File: config.mk
export PLATFORM = sky130hd
export DESIGN_NAME = turfbus_master
export DESIGN_NICKNAME = d
export VERILOG_FILES = /design/src/rtl/turfbus_master.sv
export SDC_FILE = /design/constraint.sdc
export NUM_CORES = 1
export LEC_CHECK = 0
export ABC_CLOCK_PERIOD_IN_PS = 2100
export BUFFER_PORTS_ARGS = -buffer_cell sky130_fd_sc_hd__buf_2
export CAP_MARGIN = 25
export CORE_ASPECT_RATIO = 1.2
export CORE_MARGIN = 4
export CORE_UTILIZATION = 55
export DETAILED_ROUTE_END_ITERATION = 8
export PLACE_DENSITY = 0.77
export SETUP_SLACK_MARGIN = 0.3
export SLEW_MARGIN = 20
export SYNTH_ARGS = -nofsm -noshare
export SYNTH_HDL_FRONTEND = slang
export SYNTH_SLANG_ARGS = --single-unit
File: constraint.sdc
create_clock -name wbs_clk_i -period 2.1 [get_ports wbs_clk_i]
set_clock_uncertainty 0.1 [all_clocks]
set_input_delay 0.21 -clock wbs_clk_i [delete_from_list [all_inputs] [get_ports wbs_clk_i]]
set_output_delay 0.21 -clock wbs_clk_i [all_outputs]
set_load 0.02 [all_outputs]
File: src/rtl/turfbus_master.sv
// TURF-side TURFbus initiator: serializes one WISHBONE classic cycle onto TREQ_neg
// and terminates it with ack/err once the SURF reply arrives on SREQ_neg.
module turfbus_master #(
    parameter int TIMEOUT = 1024
) (
    input  logic        wbs_clk_i,
    input  logic        wbs_rst_n_i,
    input  logic        wbs_cyc_i,
    input  logic        wbs_stb_i,
    input  logic        wbs_we_i,
    input  logic [19:0] wbs_adr_i,
    input  logic [31:0] wbs_dat_i,
    input  logic [3:0]  wbs_sel_i,
    output logic [31:0] wbs_dat_o,
    output logic        wbs_ack_o,
    output logic        wbs_err_o,
    output logic        wbs_rty_o,
    output logic        TREQ_neg,
    input  logic        SREQ_neg
);

    localparam int TW = $clog2(TIMEOUT);

    typedef enum logic [2:0] {
        S_IDLE,
        S_TX,
        S_WAIT,
        S_STATUS,
        S_RX,
        S_DONE
    } state_t;

    state_t      r_state;
    state_t      w_next;
    logic        w_accept;
    logic [57:0] r_shreg;
    logic [5:0]  r_bitCnt;
    logic [TW-1:0] r_toCnt;
    logic        r_we;
    logic        r_abort;
    logic        r_rspErr;
    logic        r_sreqQ;
    logic        r_treqN;
    logic        r_ack;
    logic        r_err;
    logic [31:0] r_datO;

    assign TREQ_neg  = r_treqN;
    assign wbs_ack_o = r_ack;
    assign wbs_err_o = r_err;
    assign wbs_dat_o = r_datO;
    assign wbs_rty_o = 1'b0;

    always_ff @(posedge wbs_clk_i or negedge wbs_rst_n_i) begin
        if (!wbs_rst_n_i) begin
            r_state <= S_IDLE;
        end else begin
            r_state <= w_next;
        end
    end

    // The ack/err guard keeps a still-asserted stb from restarting the link in the termination cycle.
    always_comb begin
        w_next   = r_state;
        w_accept = 1'b0;
        case (r_state)
            S_IDLE: begin
                if (wbs_cyc_i && wbs_stb_i && !r_ack && !r_err) begin
                    w_accept = 1'b1;
                    w_next   = S_TX;
                end
            end
            S_TX: begin
                if (r_bitCnt == (r_we ? 6'd57 : 6'd25)) begin
                    w_next = S_WAIT;
                end
            end
            S_WAIT: begin
                if (r_sreqQ) begin
                    w_next = S_STATUS;
                end else if (r_toCnt == TW'(TIMEOUT - 1)) begin
                    w_next = S_DONE;
                end
            end
            S_STATUS: begin
                if (r_sreqQ || r_we) begin
                    w_next = S_DONE;
                end else begin
                    w_next = S_RX;
                end
            end
            S_RX: begin
                if (r_bitCnt == 6'd31) begin
                    w_next = S_DONE;
                end
            end
            S_DONE: begin
                w_next = S_IDLE;
            end
            default: begin
                w_next = S_IDLE;
            end
        endcase
    end

    always_ff @(posedge wbs_clk_i or negedge wbs_rst_n_i) begin
        if (!wbs_rst_n_i) begin
            r_shreg  <= '0;
            r_bitCnt <= '0;
            r_toCnt  <= '0;
            r_we     <= 1'b0;
            r_abort  <= 1'b0;
            r_rspErr <= 1'b0;
            r_sreqQ  <= 1'b0;
            r_treqN  <= 1'b1;
            r_ack    <= 1'b0;
            r_err    <= 1'b0;
            r_datO   <= '0;
        end else begin
            r_sreqQ <= ~SREQ_neg;
            r_treqN <= 1'b1;
            r_ack   <= 1'b0;
            r_err   <= 1'b0;
            if (r_state != S_IDLE && !wbs_cyc_i) begin
                r_abort <= 1'b1;
            end
            case (r_state)
                S_IDLE: begin
                    if (w_accept) begin
                        r_shreg  <= wbs_we_i ? {2'b11, wbs_adr_i, wbs_sel_i, wbs_dat_i}
                                             : {2'b10, wbs_adr_i, wbs_sel_i, 32'h0};
                        r_we     <= wbs_we_i;
                        r_bitCnt <= '0;
                        r_abort  <= 1'b0;
                    end
                end
                S_TX: begin
                    r_treqN  <= ~r_shreg[57];
                    r_shreg  <= {r_shreg[56:0], 1'b0};
                    r_bitCnt <= r_bitCnt + 6'd1;
                    r_toCnt  <= '0;
                end
                S_WAIT: begin
                    r_toCnt  <= r_toCnt + 1'b1;
                    r_bitCnt <= '0;
                    r_rspErr <= ~r_sreqQ;
                end
                S_STATUS: begin
                    r_rspErr <= r_sreqQ;
                end
                S_RX: begin
                    r_shreg  <= {r_shreg[56:0], r_sreqQ};
                    r_bitCnt <= r_bitCnt + 6'd1;
                end
                S_DONE: begin
                    if (!r_abort && wbs_cyc_i) begin
                        if (r_rspErr) begin
                            r_err <= 1'b1;
                        end else begin
                            r_ack <= 1'b1;
                            if (!r_we) begin
                                r_datO <= r_shreg[31:0];
                            end
                        end
                    end
                end
                default: begin
                end
            endcase
        end
    end

endmodule

After elaboration in Yosys (flattened, before gate mapping) --
Index checks and enable logic that the tools add are counted.
Operators by class: muxes and demuxes 27, bitwise logic cells 5, reduce and logical (&&, ||, !) cells 22, equality and inequality tests 13, $add $sub $neg 2
Operators with widths (count):
- one-hot mux 58 bit (3 select lines) | 1
- 2-to-1 mux 58 bit | 1
- 2-to-1 mux 57 bit | 1
- one-hot mux 10 bit (2 select lines) | 1
- one-hot mux 6 bit (3 select lines) | 1
- 2-to-1 mux 3 bit | 5
- one-hot mux 3 bit (5 select lines) | 1
- 2-to-1 mux 1 bit | 13
- 2-to-1 mux 6 bit | 2
- adder 10 x 1 -> 10 bit, second input constant | 1
- == test 10 bit, second input constant | 1
- nonzero test 3 bit | 3
- inequality test 2 bit, second input constant | 4
- AND reduction 4 bit | 2
- adder 6 x 1 -> 6 bit, second input constant | 1
- == test 3 x 2 -> 1 bit, second input constant | 2
- == test 3 bit, second input constant | 2
- == test 6 x 5 -> 1 bit, second input constant | 1
- == test 6 bit | 1
- AND reduction 2 bit | 3
- logical AND 1 bit | 5
- inverter 1 bit | 5
- logical NOT 1 bit | 4
- nonzero test 2 bit | 2
- 6 further kinds | 6
Storage, ports and cells: register bits 116, word-level logic and storage cells 81

Logic depth before layout (Yosys ltp) --
Gate-level depths: netlist of run 1.
word-level depth 7, mapped depth 8

Worst setup path before layout of run 1 --
OpenSTA, ideal clock, no wires.
path kind register -> register, start point reg r_err (netlist: wbs_err_o), end point reg r_bitCnt[5], arrival 1.596 ns, setup slack 0.326 ns, cell stages (with the launch flop) 6, library setup time 0.078 ns, cells stage by stage dfrtp_1 -> nand4bb_1 -> clkbuf_1 -> a21o_1 -> or4_1 -> a21oi_1
Between the ends: word-level cells in the longest chain between the ends 6
Ends and longest elaborated chain:
- start: declaration | line 45 | logic r_err;
- start signal: assignment | line 117 | r_err <= 1'b0;
- start signal: assignment | line 123 | r_err <= 1'b0;
- start signal: assignment | line 158 | r_err <= 1'b1;
- logical NOT 1 bit | line 68 | if (wbs_cyc_i && wbs_stb_i && !r_ack && !r_err) begin
- logical AND 1 bit | line 68
- 2-to-1 mux 1 bit | line 68
- 2-to-1 mux 1 bit | line 66 | case (r_state)
- inequality test 2 bit (no line)
- AND reduction 2 bit (no line)
- end signal: assignment | line 140 | r_bitCnt <= r_bitCnt + 6'd1;
- end signal: assignment | line 153 | r_bitCnt <= r_bitCnt + 6'd1;
- end: declaration | line 37 | logic [5:0] r_bitCnt;
No other way between the ends. A chain may end at the register's enable or synchronous reset.

Worst setup path after layout of run 1 --
start point reg r_state[1], end point reg r_shreg[33]
Between the ends: word-level cells in the longest chain between the ends 4, elaborated cells between the ends (all ways) 8
Ends and longest elaborated chain:
- start: declaration | line 33 | state_t r_state;
- start signal: assignment | line 58 | r_state <= w_next;
- logical NOT 3 bit | line 66, 127
- 2-to-1 mux 1 bit | line 66
- inequality test 2 bit (no line)
- AND reduction 2 bit (no line)
- end signal: assignment | line 130 | r_shreg <= wbs_we_i ? {2'b11, wbs_adr_i, wbs_sel_i, wbs_dat_i}
- end signal: assignment | line 139 | r_shreg <= {r_shreg[56:0], 1'b0};
- end signal: assignment | line 152 | r_shreg <= {r_shreg[56:0], r_sreqQ};
- end: declaration | line 36 | logic [57:0] r_shreg;
Parallel ways exist; a longest one is shown, timed or not.

==> reports/summary.json, run 1 <==
{
  "final_period_minus_worst_setup_slack_ns": 1.893,
  "cpMaxStageDelayCell": "sky130_fd_sc_hd__dfrtp_2",
  "synth.yosys.warnings": 0,
  "critical-path-max-stage-delay_ns": 0.47,
  "timing_worst_setup_path_type": "register to register",
  "grt_max_degree": 68,
  "cts-buffers-inserted": 17,
  "mostFrequentLayoutCell": "sky130_fd_sc_hd__dfrtp_1",
  "finalCoreUtilization_pct": 82.39,
  "max_cap_viol_count": 0,
  "cts_tree": "built",
  "clock_insertion_delay_worst_skew_ns": 0.54,
  "critical_path_buf_inv_count": 3,
  "reg2reg_slack_ns": 0.21,
  "sequential_fraction_of_design_power_pct": 30.7,
  "regToRegEndpoint": "r_shreg[33]$_DFFE_PN0P_",
  "avgSynthCellArea_um2": 9.786,
  "fp-row-count": 38,
  "outcome": "finished, final reports clean",
  "finalInstanceArea_um2": 7521,
  "placeableCoreArea_um2": 9129,
  "holdPathStages": 3,
  "start_kind": "register",
  "initial_drc_count": 593,
  "switching_share_pct": 39.20,
  "clk_pin_slew_worst_paths_ns": 0.06,
  "vias_per_cell": 6.140,
  "hp-start": "wbs_we_i",
  "routed_wire_length_per_instance_um": 20.14,
  "worstReg2RegStart": "r_state[1]$_DFFE_PN0P_",
  "max-clock-path-buffers": 2,
  "mostFrequentLayoutCells": "sky130_fd_sc_hd__dfrtp_1, sky130_fd_sc_hd__nand2_1, sky130_fd_sc_hd__buf_2",
  "synth-seq-cells": 116,
  "synth_cells": 532,
  "critical_path.top_delay_family": "compound AO/OA/AOI/OAI gates",
  "achievable_freq_mhz": 528.3,
  "design.die.area_um2": 11090,
  "multi_input_comb_area_um2": 2200,
  "initial_antenna_violation_count": 0,
  "filler_cell_count": 490,
  "crit_path_max_fanout": 17,
  "drc": 0,
  "antenna_cells": 0,
  "place_congestion": 0.8777,
  "final_layout_size_suffix_gt1_share_pct": 30.89,
  "nets": 774,
  "worstRegToRegCells": 7,
  "hold_class": "primary input to register",
  "netlist-cell-type-count": 50,
  "worst_ep_required_time_ns": 2.44,
  "timing_max_transition_violations_final": 0,
  "cell_area_after_synthesis_um2": 5206,
  "clockRootBuffer": "sky130_fd_sc_hd__clkbuf_8",
  "worst_ir_drop_vdd_uv": 947.2,
  "power_per_cell_area_nw_per_um2": 1615,
  "numClockSinks": 116,
  "initial_core_util_pct": 57.03,
  "total_negative_slack_for_setup_checks_ns": 0,
  "worst-slew-pin-transition_ns": 0.5400,
  "die_width_um": 96.82,
  "cp_cell_sequence": "buf_4 > a21o_1 > a21oi_4 > buf_4 > clkbuf_16 > nor2_1 > a31oi_1",
  "first_global_vias": 4752,
  "timing.final.hold_violations": 0,
  "power.share.clock_pct": 25.5,
  "leakagePower_nw": 3.574,
  "regArea_um2": 2908,
  "remaining_global_route_overflow": 0,
  "path_common_cell": "sky130_fd_sc_hd__buf_4",
  "route.final.wire_length_um": 16960,
  "ios": 98,
  "wire_length_of_the_first_global_routing_pass_um": 23260,
  "synth_flop_type": "sky130_fd_sc_hd__dfrtp_1",
  "final_min_period_over_clock_period_pct": 90.13,
  "worst-endpoint-arrival_ns": 2.24,
  "ctsHtreeMaxLevel": 4,
  "dpl-instance-area_um2": 5869,
  "drt_first_pass_iters": 6,
  "cp_endpoint_kind": "register",
  "synthArstFlopShare_pct": 100.0,
  "post-dp-hpwl_um": 7856,
  "ant_nets": 0,
  "chipHeight_um": 114.6,
  "number_of_vias_after_detailed_routing": 5170,
  "sequential_area_share_after_synthesis_pct": 55.78,
  "synth_fp_nets": 597,
  "port-buffer-count": 96,
  "comb_power_share_pct": 43.9,
  "globalRouteTotalUtil_pct": 26.27,
  "timing.final.setup_violations": 0,
  "normalized_max_slew_margin_pct": 64.00,
  "synth-edff-count": 0,
  "power.net_switching_mw": 4.762,
  "rsz_0062_raised_after_global_routing": "yes",
  "timing.hold.worst_endpoint": "r_shreg[56]$_DFFE_PN0P_",
  "area_delta_synth_final_pct": 44.46,
  "p_int_mw": 7.384
}
==> power groups by stage <==
stage          clock network (mW)  logic [mW]  registers (mW)
5_1_grt                      3.23        5.69            3.80
6_report                     3.09        5.33            3.73
2_1_floorplan                   0        2.82            3.59
3_5_place_dp                    0        3.88            3.66
3_3_place_gp                    0        3.73            3.63
4_1_cts                      3.09        4.14            3.63
==> synth_stat cells, types with 3 or more instances <==
cell type                  number  area [um2]
sky130_fd_sc_hd__a21oi_1        6       30.03
sky130_fd_sc_hd__buf_2         14       70.07
sky130_fd_sc_hd__nand2b_1       3       18.77
sky130_fd_sc_hd__clkbuf_1      16       60.06
sky130_fd_sc_hd__dfrtp_1      115        2878
sky130_fd_sc_hd__o31ai_1        3       22.52
sky130_fd_sc_hd__inv_1          5       18.77
sky130_fd_sc_hd__nand4_1        3       18.77
sky130_fd_sc_hd__nor2_1        74       277.8
sky130_fd_sc_hd__nand2_1       95       356.6
sky130_fd_sc_hd__mux2_2        32       360.4
sky130_fd_sc_hd__nor2b_1        3       18.77
sky130_fd_sc_hd__and3_1         3       18.77
sky130_fd_sc_hd__buf_4          4       30.03
sky130_fd_sc_hd__o22ai_1        3       18.77
sky130_fd_sc_hd__buf_1          4       15.01
sky130_fd_sc_hd__xnor2_1        4       35.03
sky130_fd_sc_hd__ha_1           3       37.54
sky130_fd_sc_hd__o21ai_0       14       70.07
sky130_fd_sc_hd__a21o_1         3       22.52
sky130_fd_sc_hd__a31oi_1       56       350.3
sky130_fd_sc_hd__nand3_1       37       185.2
==> through the flow <==
step | hold slack [ns] | setup WS, ns | power (mW) | instances
2_1_floorplan | -0.1856 | 0.3260 | 6.406 | 532
3_3_place_gp | 0.1250 | 0.1821 | 7.355 | 725
3_5_place_dp | 0.1300 | 0.1291 | 7.539 | 725
4_1_cts | 0.005515 | 0.2905 | 10.86 | 827
5_1_grt | 0.04503 | 0.1975 | 12.71 | 842
6_report | 0.01515 | 0.2072 | 12.15 | 842
==> worst max-delay path by stage <==
| stage | endpoint | depth (start not counted) | from |
|---|---|---|---|
| after detailed placement | wbs_dat_o[25]$_DFFE_PN0P_ | 4 | r_state[2]$_DFFE_PN0P_ |
| final | r_shreg[33]$_DFFE_PN0P_ | 7 | r_state[1]$_DFFE_PN0P_ |
| after CTS | r_bitCnt[5]$_DFFE_PN0P_ | 4 | wbs_err_o$_DFF_PN0_ |
| after global routing | r_shreg[11]$_DFFE_PN0P_ | 8 | r_state[0]$_DFFE_PN0P_ |
| after global placement | r_bitCnt[5]$_DFFE_PN0P_ | 4 | r_state[2]$_DFFE_PN0P_ |
| after floorplan | r_bitCnt[5]$_DFFE_PN0P_ | 5 | wbs_err_o$_DFF_PN0_ |
==> sequential cells by signal, summed over array words and instances, names as in the netlist <==
| register | cells |
|---|---|
| r_abort | 1 |
| r_toCnt | 10 |
| wbs_dat_o | 32 |
| r_rspErr | 1 |
| r_sreqQ | 1 |
| wbs_ack_o | 1 |
| wbs_err_o | 1 |
| r_shreg | 58 |
| TREQ_neg | 1 |
| r_we | 1 |
| r_bitCnt | 6 |
| r_state | 3 |
==> area by class of cell <==
type | count | share of cell area [%]
timing repair buffer | 197 | 21.39
tap | 120 | 1.996
inverter | 5 | 0.2495
sequential | 116 | 38.66
clock inverter | 8 | 1.930
clock buffer | 24 | 6.521
multi-input combinational | 372 | 29.25
==> cells by family after synthesis <==
family	after synthesis	synth area share, %
other	1	0.07203
flip-flops	116	55.78
adder cells (fa/ha/maj)	4	0.9373
AND/OR/NAND/NOR	230	19.03
AO/OA/AOI/OAI	98	12.06
multiplexers	34	7.330
XOR/XNOR	5	0.8411
buffers and inverters	44	3.941
==> layer usage <==
| layer | vias to the layer above | track usage (%) | part of all wire (%) |
|---|---|---|---|
| met2 | 333 | 44.57 | 51 |
| met1 | 2521 | 31.23 | 37 |
| met4 | 0 | 13.30 | 4.9 |
| li1 | 2212 | - | - |
| met5 | - | 0 | 0 |
| met3 | 104 | 6.581 | 7.4 |
==> tightest hold or removal path, delay by kind of cell <==
| family | cells | cell delay, ns |
|---|---|---|
| and+or+nand+nor | 1 | 0.10 |
| buffers and inverters | 1 | 0.21 |
| AOI/OAI and AO/OA | 1 | 0.08 |
==> timing repair <==
action	in CTS	in global routing
hold buffers	58	0
setup buffers	10	8
setup endpoints to repair	66	99
resized for setup	13	25
cloned	2	7
endpoints found under the hold margin	97	0
pin swaps	1	8
Power figures use the tool's default switching activity.
==> run 2: changes to the inputs <==
- MAX_ROUTING_LAYER: not set -> met4
==> run 2 against run 1 <==
Compared with the run above: setup slack worse by 0.0029 ns; clock-buffer cell count unchanged; total power up 2.0%; via count up 0.21%; sequential cell count unchanged; fmax down 0.15%; die area unchanged; critical path type unchanged; largest power group unchanged.
==> reports/summary.json, run 2 (synthesis results as in run 1) <==
{
  "routed_wire_length_per_instance": {"value": 20.68, "unit": "um", "change": "+2.7%"},
  "cts-buffers-inserted": {"value": 17, "change": "unchanged"},
  "achievable_freq": {"value": 527.5, "unit": "MHz", "change": "-0.15%"},
  "initial_antenna_violation_count": {"value": 0, "change": "unchanged"},
  "ios": {"value": 98, "change": "unchanged"},
  "crit_path_max_fanout": {"value": 8, "change": "-9"},
  "max-clock-path-buffers": {"value": 2, "change": "unchanged"},
  "cp_endpoint_kind": "register",
  "initial_drc_count": {"value": 533, "change": "-10%"},
  "port-buffer-count": {"value": 96, "change": "unchanged"},
  "vias_per_cell": {"value": 6.131, "change": "-0.14%"},
  "p_int": {"value": 7.530, "unit": "mW", "change": "+2.0%"},
  "initial_core_util": {"value": 57.03, "unit": "%", "change": "unchanged"},
  "grt_max_degree": {"value": 68, "change": "unchanged"},
  "die_width": {"value": 96.82, "unit": "um", "change": "unchanged"},
  "mostFrequentLayoutCell": "sky130_fd_sc_hd__dfrtp_1",
  "largest_register_ff_count": {"value": 58, "change": "unchanged"},
  "nets": {"value": 776, "change": "+0.26%"},
  "regToRegEndpoint": "r_shreg[35]$_DFFE_PN0P_",
  "remaining_global_route_overflow": {"value": 0, "change": "unchanged"},
  "wire_length_of_the_first_global_routing_pass": {"value": 23340, "unit": "um", "change": "+0.33%"},
  "rsz_0062_raised_after_global_routing": "yes",
  "worst-endpoint-arrival": {"value": 2.22, "unit": "ns", "change": "-0.02 ns"},
  "clockRootBuffer": "sky130_fd_sc_hd__clkbuf_8",
  "setup.worst_path.end": "r_shreg[35]$_DFFE_PN0P_",
  "outcome": "finished, final reports clean",
  "ctsHtreeMaxLevel": {"value": 4, "change": "unchanged"},
  "finalNonFillerCells": {"value": 845, "change": "+0.36%"},
  "chipHeight": {"value": 114.6, "unit": "um", "change": "unchanged"},
  "crit_start": "r_state[0]$_DFFE_PN0P_",
  "fp-row-count": {"value": 38, "change": "unchanged"},
  "drt_first_pass_iters": {"value": 7, "change": "+1"},
  "normalized_max_slew_margin": {"value": 63.72, "unit": "%", "change": "-0.28 points"},
  "drc": {"value": 0, "change": "unchanged"},
  "final_layout_size_suffix_gt1_share": {"value": 30.94, "unit": "%", "change": "+0.053 points"},
  "comb_power_share": {"value": 44.7, "unit": "%", "change": "+0.8 points"},
  "worst-slew-pin-transition": {"value": 0.5442, "unit": "ns", "change": "+0.004212 ns"},
  "timing.final.setup_violations": {"value": 0, "change": "unchanged"},
  "area_delta_synth_final_pct": 45.45,
  "max_cap_viol_count": {"value": 0, "change": "unchanged"},
  "clk_pin_slew_worst_paths": {"value": 0.06, "unit": "ns", "change": "about the same"},
  "power.net_switching": {"value": 4.859, "unit": "mW", "change": "+2.0%"},
  "design.die.area": {"value": 11090, "unit": "um2", "change": "unchanged"},
  "worstReg2RegStart": "r_state[0]$_DFFE_PN0P_",
  "placeableCoreArea": {"value": 9129, "unit": "um2", "change": "unchanged"},
  "start_kind": "register",
  "cts_tree": "built",
  "place_congestion": {"value": 0.8922, "change": "+1.7%"},
  "worst_ir_drop_vdd": {"value": 902.3, "unit": "uV", "change": "-4.7%"},
  "power.share.clock": {"value": 25.0, "unit": "%", "change": "-0.5 points"},
  "worst_ep_required_time": {"value": 2.43, "unit": "ns", "change": "about the same"},
  "total_negative_slack_for_setup_checks": {"value": 0, "unit": "ns", "change": "unchanged"},
  "hold_class": "primary input to register",
  "numPlacedInstances": {"value": 725, "change": "unchanged"},
  "worstRegToRegCells": {"value": 8, "change": "+1"},
  "first_global_vias": {"value": 4744, "change": "-0.17%"},
  "timing_max_transition_violations_final": {"value": 0, "change": "unchanged"},
  "timing.final.hold_violations": {"value": 0, "change": "unchanged"},
  "clock_insertion_delay_worst_skew": {"value": 0.53, "unit": "ns", "change": "about the same"},
  "final_min_period_over_clock_period": {"value": 90.27, "unit": "%", "change": "+0.14 points"},
  "sequential_fraction_of_design_power": {"value": 30.3, "unit": "%", "change": "-0.4 points"},
  "number_of_vias_after_detailed_routing": {"value": 5181, "change": "+0.21%"},
  "reg2reg_slack": {"value": 0.20, "unit": "ns", "change": "about the same"},
  "post-dp-hpwl": {"value": 7856, "unit": "um", "change": "unchanged"},
  "route.final.wire_length": {"value": 17470, "unit": "um", "change": "+3.0%"},
  "ant_nets": {"value": 0, "change": "unchanged"},
  "timing_worst_setup_path_type": "register to register",
  "power_per_cell_area": {"value": 1636, "unit": "nW/um2", "change": "+1.3%"},
  "globalRouteTotalUtil": {"value": 27.20, "unit": "%", "change": "+0.93 points"},
  "switching_share": {"value": 39.22, "unit": "%", "change": "about the same"},
  "leakagePower": {"value": 3.595, "unit": "nW", "change": "+0.58%"},
  "final_period_minus_worst_setup_slack": {"value": 1.896, "unit": "ns", "change": "+0.002902 ns"},
  "registers.top_by_ff_count": "r_shreg",
  "mostFrequentLayoutCells": "sky130_fd_sc_hd__dfrtp_1, sky130_fd_sc_hd__nand2_1, sky130_fd_sc_hd__buf_2",
  "numClockSinks": {"value": 116, "change": "unchanged"}
}
[run 2: through the flow]
stage,util (%),worst slack (ns),cell area [um2],hold WS (ns),power [mW]
5_1_grt,82.92,0.1281,7570,0.05015,12.97
3_3_place_gp,64.30,0.1821,5869,0.1250,7.355
3_5_place_dp,64.30,0.1291,5869,0.1300,7.539
6_report,82.95,0.2043,7572,0.03618,12.39
2_1_floorplan,-,0.3260,5206,-0.1856,6.406
4_1_cts,79.14,0.2905,7224,0.005515,10.86
[run 2: layout make-up]
type / count / area, um2
multi-input cells: 372 / 2190
clock inverters: 8 / 145.1
diodes: 1 / 2.502
repair buffers: 199 / 1668
fillers: 480 / 1556
well taps: 120 / 150.1
flip-flops and latches: 116 / 2908
inverters: 5 / 18.77
clock buffers: 24 / 490.5
[run 2: layer usage]
layer / vias up / routed length (um) / share of wire (%) / global-route usage [%]
li1: 2220 / - / - / -
met1: 2511 / 6514 / 37 / 31.67
met2: 355 / 8644 / 49 / 44.15
met3: 95 / 1354 / 7.7 / 6.520
met4: 0 / 958 / 5.5 / 14.14
met5: - / 0 / 0 / -
[run 2: worst max-delay path, cell delays in order, from the launching register on]
cell and delay [ns]:
sky130_fd_sc_hd__dfrtp_2 0.45, sky130_fd_sc_hd__buf_4 0.18, sky130_fd_sc_hd__xnor2_1 0.14, sky130_fd_sc_hd__buf_4 0.15
sky130_fd_sc_hd__nor2_4 0.13, sky130_fd_sc_hd__buf_6 0.15, sky130_fd_sc_hd__buf_6 0.16, sky130_fd_sc_hd__nand2_1 0.09
sky130_fd_sc_hd__a31oi_1 0.24
[run 2: what timing repair did]
action,4_1_cts,5_1_grt
gates cloned,2,8
hold buffers,58,0
setup buffers,10,9
setup endpoints to repair,66,99
hold endpoints to repair,97,0
resized for setup,13,26
pin swaps,1,12
[run 2: how the worst min path moves through the flow]
stage	from	end	slack, ns	cells past startpoint
3_5_place_dp	wbs_rst_n_i	r_toCnt[4]$_DFFE_PN0P_	0.13	1
5_1_grt	wbs_we_i	r_shreg[56]$_DFFE_PN0P_	0.05	3
3_3_place_gp	wbs_rst_n_i	r_toCnt[3]$_DFFE_PN0P_	0.13	1
6_report	wbs_we_i	r_shreg[56]$_DFFE_PN0P_	0.04	3
4_1_cts	wbs_we_i	r_shreg[28]$_DFFE_PN0P_	0.006	3
2_1_floorplan	wbs_rst_n_i	r_abort$_DFF_PN0_	-0.19	0
[run 2: power by group through the flow]
stage	combinational, mW	clock [mW]	sequential [mW]
finish	5.54	3.10	3.75
global route	5.92	3.25	3.81
CTS	4.14	3.09	3.63
detailed placement	3.88	0	3.66
global placement	3.73	0	3.63
floorplan	2.82	0	3.59
==> run 3: changes to the inputs <==
- ABC_CLOCK_PERIOD_IN_PS: 2100 -> 1700
- CORE_UTILIZATION: 55 -> 35
- PLACE_DENSITY: 0.77 -> 0.55
- clock period: 2.1 -> 1.7 ns (I/O delays scaled with it)
==> run 3 against run 2 <==
Compared with the run above: the run now ends with negative setup slack left; critical path depth unchanged; first-iteration DRC count down 23%; total power rose by 44%; sequential share of layout area down 5.5 points; clock-buffer cell count decreased by 1; fmax is 2.7% higher; die area grew 52%; register-to-register slack got worse by 0.35 ns; combinational power is 66% higher.
==> reports/summary.json, run 3 (synthesis results as in run 1) <==
{
  "filler_cell_count": {"value": 1130, "change": "+140%"},
  "power_per_cell_area": {"value": 2012, "unit": "nW/um2", "change": "+23%"},
  "ios": {"value": 98, "change": "unchanged"},
  "ant_nets": {"value": 0, "change": "unchanged"},
  "ctsHtreeMaxLevel": {"value": 4, "change": "unchanged"},
  "timing.hold.worst_endpoint": "r_shreg[0]$_DFFE_PN0P_",
  "die_width": {"value": 119.3, "unit": "um", "change": "+23%"},
  "cts-buffers-inserted": {"value": 17, "change": "unchanged"},
  "numClockSinks": {"value": 116, "change": "unchanged"},
  "cp_endpoint_kind": "register",
  "clockRootBuffer": "sky130_fd_sc_hd__clkbuf_16",
  "hold_slack": {"value": 0.06924, "unit": "ns", "change": "+0.03306 ns"},
  "routed_wire_length_per_instance": {"value": 17.51, "unit": "um", "change": "-15%"},
  "outcome": "finished, violations left",
  "initial_drc_count": {"value": 408, "change": "-23%"},
  "cts_tree": "built",
  "path_common_cell": "sky130_fd_sc_hd__buf_6",
  "timing.final.setup_violations": {"value": 98, "change": "+98"},
  "rsz_0062_raised_after_global_routing": "yes",
  "worstReg2RegStart": "r_state[0]$_DFFE_PN0P_",
  "registers.top_by_ff_count": "r_shreg",
  "worst_ir_drop_vdd": {"value": 969.8, "unit": "uV", "change": "+7.5%"},
  "clk_pin_slew_worst_paths": {"value": 0.05, "unit": "ns", "change": "about the same"},
  "leakagePower": {"value": 4.069, "unit": "nW", "change": "+13%"},
  "timing_max_transition_violations_final": {"value": 0, "change": "unchanged"},
  "design.die.area": {"value": 16900, "unit": "um2", "change": "+52%"},
  "achievable_freq": {"value": 542.0, "unit": "MHz", "change": "+2.7%"},
  "initial_core_util": {"value": 35.97, "unit": "%", "change": "-21 points"},
  "fp-row-count": {"value": 48, "change": "+26%"},
  "port-buffer-count": {"value": 96, "change": "unchanged"},
  "hp-start": "wbs_dat_i[0]",
  "chipHeight": {"value": 141.6, "unit": "um", "change": "+24%"},
  "worst-slew-pin-transition": {"value": 0.6558, "unit": "ns", "change": "+0.1116 ns"},
  "mostFrequentLayoutCells": "sky130_fd_sc_hd__dfrtp_1, sky130_fd_sc_hd__buf_2, sky130_fd_sc_hd__nand2_1",
  "nets": {"value": 813, "change": "+4.8%"},
  "grt_max_degree": {"value": 117, "change": "+72%"},
  "timing_worst_setup_path_type": "register to register",
  "largest_register_ff_count": {"value": 58, "change": "unchanged"},
  "drc": {"value": 0, "change": "unchanged"},
  "drt_first_pass_iters": {"value": 9, "change": "+2"},
  "final_period_minus_worst_setup_slack": {"value": 1.845, "unit": "ns", "change": "-0.05055 ns"},
  "regToRegEndpoint": "r_shreg[19]$_DFFE_PN0P_",
  "setup_slack": {"value": -0.1452, "unit": "ns", "change": "-0.3495 ns"},
  "cpMaxStageDelayCell": "sky130_fd_sc_hd__dfrtp_1",
  "mostFrequentLayoutCell": "sky130_fd_sc_hd__dfrtp_1",
  "route.final.wire_length": {"value": 16810, "unit": "um", "change": "-3.8%"},
  "post-dp-hpwl": {"value": 8390, "unit": "um", "change": "+6.8%"},
  "vias_per_cell": {"value": 5.143, "change": "-16%"},
  "start_kind": "register",
  "violations": "negative setup slack",
  "cp_cell_sequence": "buf_6 > buf_8 > xnor2_4 > buf_6 > or2_4 > clkbuf_16 > nand3_1 > a31oi_1",
  "critical-path-max-stage-delay": {"value": 0.40, "unit": "ns", "change": "-0.05 ns"},
  "number_of_vias_after_detailed_routing": {"value": 4937, "change": "-4.7%"},
  "worst_ep_required_time": {"value": 1.91, "unit": "ns", "change": "-0.52 ns"},
  "holdPathStages": {"value": 3, "change": "unchanged"},
  "antenna_cells": {"value": 0, "change": "-1"},
  "max_cap_viol_count": {"value": 0, "change": "unchanged"},
  "first_global_vias": {"value": 4696, "change": "-1.0%"},
  "placeableCoreArea": {"value": 14470, "unit": "um2", "change": "+59%"},
  "initial_antenna_violation_count": {"value": 0, "change": "unchanged"},
  "final_layout_size_suffix_gt1_share": {"value": 44.21, "unit": "%", "change": "+13 points"},
  "place_congestion": {"value": 0.7854, "change": "-12%"},
  "hold_class": "primary input to register",
  "area_delta_synth_final_pct": 69.72,
  "final_min_period_over_clock_period": {"value": 108.5, "unit": "%", "change": "+18 points"},
  "normalized_max_slew_margin": {"value": 56.28, "unit": "%", "change": "-7.4 points"},
  "reg2reg_slack": {"value": -0.15, "unit": "ns", "change": "-0.35 ns"},
  "finalCoreUtilization": {"value": 61.05, "unit": "%", "change": "-22 points"},
  "worst-endpoint-arrival": {"value": 2.06, "unit": "ns", "change": "-0.16 ns"},
  "wire_length_of_the_first_global_routing_pass": {"value": 23430, "unit": "um", "change": "+0.42%"},
  "max-clock-path-buffers": {"value": 2, "change": "unchanged"},
  "worstRegToRegCells": {"value": 8, "change": "unchanged"},
  "clock_insertion_delay_worst_skew": {"value": 0.40, "unit": "ns", "change": "-0.13 ns"},
  "multi_input_comb_area": {"value": 2800, "unit": "um2", "change": "+28%"},
  "crit_path_max_fanout": {"value": 13, "change": "+5"},
  "remaining_global_route_overflow": {"value": 0, "change": "unchanged"},
  "timing.final.hold_violations": {"value": 0, "change": "unchanged"},
  "dpl_worst_slack": {"value": -0.08759, "unit": "ns", "change": "-0.2166 ns"},
  "globalRouteTotalUtil": {"value": 17.78, "unit": "%", "change": "-9.4 points"},
  "regArea": {"value": 2907, "unit": "um2", "change": "about the same"}
}
[run 3: layout make-up]
cell class                 count  share of cell area (%)
sequential                   116                   32.89
multi-input combinational    372                   31.69
timing repair buffer         236                   25.02
clock buffer                  23                   5.409
tap                          200                   2.832
clock inverter                 8                   1.940
inverter                       5                  0.2124
[run 3: routing by layer]
metal	share of wire, %	global-route usage [%]
met5	0	-
met4	1.4	4.885
met3	5.2	4.665
met1	42	21.67
met2	52	29.44
[run 3: worst max path at each step]
stage / startpoint / endpoint / slack (ns)
after detailed placement: r_state[1]$_DFFE_PN0P_ / wbs_dat_o[31]$_DFFE_PN0P_ / -0.09
after CTS: r_state[0]$_DFFE_PN0P_ / r_shreg[41]$_DFFE_PN0P_ / -0.07
after global routing: r_state[0]$_DFFE_PN0P_ / r_shreg[1]$_DFFE_PN0P_ / -0.21
final: r_state[0]$_DFFE_PN0P_ / r_shreg[19]$_DFFE_PN0P_ / -0.15
after global placement: r_state[1]$_DFFE_PN0P_ / wbs_dat_o[31]$_DFFE_PN0P_ / -0.06
after floorplan: wbs_err_o$_DFF_PN0_ / r_bitCnt[5]$_DFFE_PN0P_ / -0.03
[run 3: what timing repair did]
item | CTS | global route
setup buffers | 24 | 7
hold buffers | 57 | 0
pin swaps | 45 | 76
resized for setup | 70 | 96
endpoints found under the hold margin | 171 | 0
setup endpoints to repair | 111 | 112
gates cloned | 6 | 11
[run 3: per-stage QoR]
stage	setup TNS, ns	power (mW)	std cells	instance area [um2]
2_1_floorplan	-1.761	8.328	532	5464
4_1_cts	-2.230	15.35	942	8092
3_5_place_dp	-2.105	9.912	824	6312
5_1_grt	-14.64	18.75	960	8836
3_3_place_gp	-1.023	9.772	824	6312
6_report	-7.210	17.78	960	8836
[run 3: power by group]
part	leakage [nW]	internal (mW)	switching, mW
logic	2.31	4.59	4.61
registers	1.45	3.79	0.841
clock network	0.314	2.72	1.23
[run 3: critical path: cells and delay by family (launching register included)]
family          cells  cell delay (ns)
simple gates        2             0.33
buf+inv             4             0.58
flops               1             0.40
xor+xnor            1             0.15
compound gates      1             0.20
